`config.mk`:
```
export PLATFORM = sky130hd
export DESIGN_NAME = instr_encoder
export DESIGN_NICKNAME = d
export VERILOG_FILES = /design/src/rtl/instr_encoder.sv
export SDC_FILE = /design/constraint.sdc
export NUM_CORES = 1
export LEC_CHECK = 0
export BUFFER_PORTS_ARGS = -buffer_cell sky130_fd_sc_hd__buf_2
export CAP_MARGIN = 20
export CELL_PAD_IN_SITES_DETAIL_PLACEMENT = 0
export CELL_PAD_IN_SITES_GLOBAL_PLACEMENT = 2
export CORE_MARGIN = 5
export CORE_UTILIZATION = 24
export CTS_BUF_LIST = sky130_fd_sc_hd__clkbuf_4
export DETAILED_ROUTE_END_ITERATION = 6
export PLACE_DENSITY_LB_ADDON = 0.12
export SLEW_MARGIN = 20
export SYNTH_ARGS = -nofsm -noshare
export SYNTH_HDL_FRONTEND = slang
export SYNTH_SLANG_ARGS = --single-unit
```
`constraint.sdc`:
```
create_clock -name clk -period 1.6 [get_ports clk]
set_input_delay 0.32 -clock clk [delete_from_list [all_inputs] [get_ports clk]]
set_output_delay 0.32 -clock clk [all_outputs]
set_load 0.02 [all_outputs]
```
`src/rtl/instr_encoder.sv`:
```
// instr_encoder: packs R/I/J instruction fields into 32-bit MIPS words and writes them
// to consecutive imem addresses as a bring-up program loader.
module instr_encoder #(
    parameter int OPWIDTH   = 6,
    parameter int FNWIDTH   = 6,
    parameter int ADDRWIDTH = 6
) (
    input  logic                 clk,
    input  logic                 reset,
    input  logic                 start,
    input  logic [ADDRWIDTH-1:0] base,
    input  logic [ADDRWIDTH:0]   count,
    input  logic                 in_valid,
    output logic                 in_ready,
    input  logic [1:0]           fmt,
    input  logic [OPWIDTH-1:0]   op,
    input  logic [FNWIDTH-1:0]   funct,
    input  logic [4:0]           rs,
    input  logic [4:0]           rt,
    input  logic [4:0]           rd,
    input  logic [4:0]           shamt,
    input  logic [15:0]          imm,
    input  logic [25:0]          target,
    output logic                 we,
    output logic [ADDRWIDTH-1:0] wa,
    output logic [31:0]          wd,
    output logic                 busy,
    output logic                 done,
    output logic                 err
);
    localparam logic [1:0] IDLE  = 2'd0;
    localparam logic [1:0] LOAD  = 2'd1;
    localparam logic [1:0] DRAIN = 2'd2;
    localparam logic [ADDRWIDTH:0] ONE = 1;

    logic [1:0]           state;
    logic [ADDRWIDTH-1:0] addr;
    logic [ADDRWIDTH:0]   rem;
    logic                 beat;
    logic                 illegal;
    logic [31:0]          enc;

    assign in_ready = state == LOAD;
    assign busy     = state != IDLE;
    assign beat     = in_valid && in_ready;
    assign illegal  = fmt == 2'b11 || (fmt == 2'b00 && op != '0);

    // Illegal beats still consume a slot but write a nop
    always_comb
        enc = illegal       ? 32'h0000_0000 :
              fmt == 2'b00  ? {op, rs, rt, rd, shamt, funct} :
              fmt == 2'b01  ? {op, rs, rt, imm} :
                              {op, target};

    always_ff @(posedge clk or posedge reset) begin
        if (reset) begin
            state <= IDLE;
            addr  <= '0;
            rem   <= '0;
            we    <= 1'b0;
            wa    <= '0;
            wd    <= '0;
            done  <= 1'b0;
            err   <= 1'b0;
        end else begin
            we   <= beat;
            done <= 1'b0;
            if (beat) begin
                wa   <= addr;
                wd   <= enc;
                addr <= addr + 1'b1;
                rem  <= rem - 1'b1;
                if (illegal) err <= 1'b1;
            end
            case (state)
                IDLE:
                    if (start) begin
                        err <= 1'b0;
                        if (count == '0) done <= 1'b1;
                        else begin
                            addr  <= base;
                            rem   <= count;
                            state <= LOAD;
                        end
                    end
                LOAD:
                    if (beat && rem == ONE) begin
                        state <= DRAIN;
                        done  <= 1'b1;
                    end
                default: state <= IDLE;
            endcase
        end
    end
endmodule

```
* After elaboration in Yosys (flattened, before gate mapping) *
Cells that the tools add are included.
Widths: inputs -> output; s select.

storage, ports and cells
  flip-flop bits (word level) = 56
  output and inout port bits = 43
  logic and storage cells = 50

operators by class
  $add $sub $neg = 2
  equal/unequal tests = 7
  mux-type cells = 23
  reductions and logical operators = 10

operators by type and width
  cell                 number
  $mux 26              2
  $mux 32              1
  $mux 7               4
  $mux 6               4
  $eq 7x1->1 const B   1
  $logic_not 7->1      1
  $mux 1               7
  $sub 7x1->7 const B  1
  $add 6x1->6 const B  1
  $mux 2               3
  $reduce_bool 6->1    1
  $eq 2x1->1 const B   2
  $logic_not 2->1      2
  $ne 2x2->1 const B   2
  $pmux 2 s2           1
  $logic_and 1x1->1    3
  $reduce_and 3->1     1
  $eq 2x2->1 const B   1
  $ne 2x1->1 const B   1
  $pmux 1 s2           1
  $reduce_bool 2->1    1
  $logic_or 1x1->1     1

* Depth between registers and ports, before layout *
  depth after elaboration = 7
  depth in mapped cells = 6

* Worst setup path before layout *
Ideal clock, no wire load.

  path type = input -> register
  start point = input port op[0]
  end point = register err
  setup time = 0.119 ns
  data arrival time = 1.450 ns
  data required time = 1.481 ns
  setup slack = 0.031 ns
  cell stages on the path = 4
  cell sequence = or4_4 -> o31ai_4 -> a21oi_1 -> o21a_1

between the ends
  longest elaborated chain between the ends = 7

ends and longest elaborated chain
  what                   RTL line  source
  start, declared        16        input logic [OPWIDTH-1:0] op,
  $reduce_bool 6->1 (*)  46        assign illegal = fmt == 2'b11 || (fmt == 2'b00 && op != '0);
  $logic_and 1x1->1 (*)  46
  $logic_or 1x1->1 (*)   46
  $mux 1 (*)             73        if (illegal) err <= 1'b1;
  $mux 1 (*)             68        if (beat) begin
  $mux 1                 77        if (start) begin
  $mux 1 (*)             75        case (state)
  end signal, assigned   64        err <= 1'b0;
  end signal, assigned   73
  end signal, assigned   78        err <= 1'b0;
  end, declared          29        output logic err

Mark *: on every way between the ends. The rest lies on a longest branch, timed or not.
A chain may end at the register's enable or synchronous reset.

* Worst setup path in the final report *
  start point = register state[0]
  end point = output port in_ready

between the ends
  longest elaborated chain between the ends = 1

ends and longest elaborated chain
  what                    RTL line  source
  start, declared         36        logic [1:0] state;
  start signal, assigned  57        state <= IDLE;
  start signal, assigned  83        state <= LOAD;
  start signal, assigned  88        state <= DRAIN;
  $eq 2x1->1              43        assign in_ready = state == LOAD;
  end, declared           14        output logic in_ready,

No other way between the ends.

==> results.json <==
{
  "first_pass_iters": 4,
  "outcome": "complete, no violations",
  "clkLatencyLatePin_ps": 370,
  "slowest_stage": "dfrtp_1",
  "timing.rr.end": "rem[3]",
  "die_h_um": 119,
  "worstSetupEndpointType": "output pin",
  "cp_data_arrival_time_ps": 1190,
  "stdcell_count": 580,
  "syn_inst": 297,
  "grt.met1_usage_pct": 15.0,
  "max_slew_margin_pct": 60.7,
  "htreeDepth": 2,
  "synth_enable_flop_cells": 0,
  "grt_pass1_vias": 2630,
  "r2r_cells": 5,
  "ant_nets": 0,
  "antenna_found_initial": 1,
  "rows": 39,
  "syn_nets": 393,
  "fin_setup_tns_ps": 0,
  "yosysTopAreaCellShare_pct": 49.3,
  "initial_core_util_pct": 24.7,
  "die_w_um": 119,
  "vias_per_cell": 4.41,
  "maxSlewViolCount": 0,
  "cpPeakStageDelay_ps": 420,
  "cap_violations": 0,
  "drc": 0,
  "regToRegSetupSlack_ps": 110,
  "tightest_slew_ps": 584,
  "cp_top_family": "flip-flops",
  "hp-start": "base[3]",
  "use_met3_pct": 3.55,
  "vias": 2558,
  "busiest_layer": "met2",
  "fmax_ghz": 0.663,
  "yosys_warnings": 0,
  "cts.sinks": 56,
  "overflow": 0,
  "grt_use_total_pct": 11.9,
  "critPathBufInv": 3,
  "min_path_cells": 3,
  "placed_area_um2": 3750,
  "grt_max_degree": 57,
  "netlist_area_um2": 2850,
  "dieArea_um2": 14100,
  "whs_ps": 131,
  "ir_drop_mv": 0.510,
  "crit_fanout": 3,
  "synth_ff_type": "dfrtp_1",
  "gp_congestion": 0.719,
  "seq_area_frac_synth_pct": 49.3,
  "fin_skew_ps": 6.45,
  "final_area_um2": 3880,
  "r2r-start": "state[1]",
  "diodes": 0,
  "tritoncts": "built",
  "cts-root-buf": "clkbuf_4",
  "layout-drive-gt1-share_pct": 41.9,
  "cp_cell_sequence": "buf_4 -> nand2b_4 -> inv_1 -> buf_2",
  "clock_path_buffers": 2,
  "place_hpwl_um": 6380,
  "netlist_top_cells_count": "nand2_1, dfrtp_1, mux2i_1",
  "yosysTopAreaCell": "dfrtp_1",
  "totalWireLength_um": 8440,
  "leakage_nw": 1.97,
  "fin_crit_sh_pct": 94.2,
  "power.total_mw": 5.62,
  "pin_count": 136,
  "core_um2": 11500,
  "setup_violations": 0,
  "synth.area.top_cells": "dfrtp_1, nand2_1, mux2i_1",
  "place.port_buffers": 135,
  "ys_ff_latch": 56,
  "area_growth_pct": 36.4,
  "hp-class": "in -> reg",
  "worstSetupPathType": "reg -> out",
  "period_needed_ps": 1510,
  "power_density_nw_per_um2": 1450,
  "hold_end": "addr[3]",
  "syn-mean-instance-area_um2": 9.58,
  "tritoncts.num_buffers": 5,
  "dp.cells": 570,
  "required_ps": 1280,
  "use_met2_pct": 20.5,
  "async_flop_share_pct": 100,
  "nNetsFinal": 532,
  "avgRoutedWirePerCell_um": 14.6,
  "ys_types": 36,
  "grt_first_pass_wirelength_um": 13600,
  "drt_iter0_drc": 54,
  "hold_viol": 0,
  "synth_most_common_cell": "nand2_1",
  "start_kind": "flip-flop",
  "clk_pin_slew_ps": 160
}
[report_power, final]
part	leakage, nW	internal, mW	switching [mW]
registers	0.709	1.93	0.349
logic	1.22	1.00	1.54
clock network	0.0456	0.346	0.447
[stage by stage]
step	setup slack (ps)	util [%]
CTS	14.1	33.5
finish	92.8	33.7
floorplan	30.7	-
detailed placement	-214	32.6
global placement	-158	32.6
global route	-5.18	33.7
[state kept, by name, summed over array words and instances, names as in the netlist]
register  count
wd           32
rem           7
addr          6
wa            6
state         2
done          1
err           1
we            1
[worst max path at each step]
stage	slack, ps	start	depth (start not counted)	endpoint
2_1_floorplan	30	op[0]	4	err
3_3_place_gp	-160	op[0]	6	wd[12]
3_5_place_dp	-210	op[0]	6	wd[12]
4_1_cts	10	state[1]	5	wd[12]
5_1_grt	-5	state[1]	5	wd[11]
6_report	90	state[0]	4	in_ready
[cell type report]
type	instances	area, um2
Tap cell	143	179
Multi-Input combinational cell	219	1350
Fill cell	1244	7630
Sequential cell	56	1400
Clock buffer	6	45.0
Clock inverter	2	35.0
Timing Repair Buffer	148	845
Inverter	6	28.8
[repair_timing]
item	CTS	global route
hold buffers	1	0
setup endpoints to repair	1	21
resized for setup	3	5
endpoints found under the hold margin	24	0
buffers inserted	1	0
[placed cells by master (no fill, tap or decap), types with 2 or more instances in the layout]
| cell | count |
|---|---|
| nor3_1 | 2 |
| xor2_1 | 7 |
| mux2i_1 | 27 |
| o21ai_1 | 3 |
| dfrtp_1 | 56 |
| nand3_1 | 2 |
| buf_12 | 5 |
| o21ai_2 | 17 |
| nand4_1 | 3 |
| a21oi_1 | 23 |
| clkbuf_4 | 6 |
| inv_1 | 4 |
| ha_1 | 3 |
| buf_4 | 7 |
| nor4_1 | 2 |
| nand2_1 | 73 |
| xnor2_1 | 3 |
| nor2_1 | 18 |
| o21ai_0 | 20 |
| buf_2 | 134 |
[routing by layer]
| metal | part of all wire (%) | up-vias |
|---|---|---|
| met5 | 0.15 | - |
| met2 | 48 | 79 |
| met1 | 44 | 1189 |
| li1 | - | 1281 |
| met4 | 0.77 | 2 |
| met3 | 6.9 | 7 |
[worst register-to-register path: stages (launching register included)]
cell	delay (ps)
dfrtp_1	430
nand3b_2	260
buf_4	250
nor4_2	220
xnor2_1	160
o21ai_0	80
[kinds of logic after synthesis]
family | Yosys count | synth area share (%)
buffers and inverters | 22 | 4.22
AOI/OAI and AO/OA | 70 | 15.8
muxes | 27 | 9.50
DFF | 56 | 49.3
xor gates and xnor gates | 10 | 3.08
and+or+nand+nor | 109 | 16.8
adders and majority gates | 3 | 1.32
No activity file was read; power rests on OpenSTA's default activity.
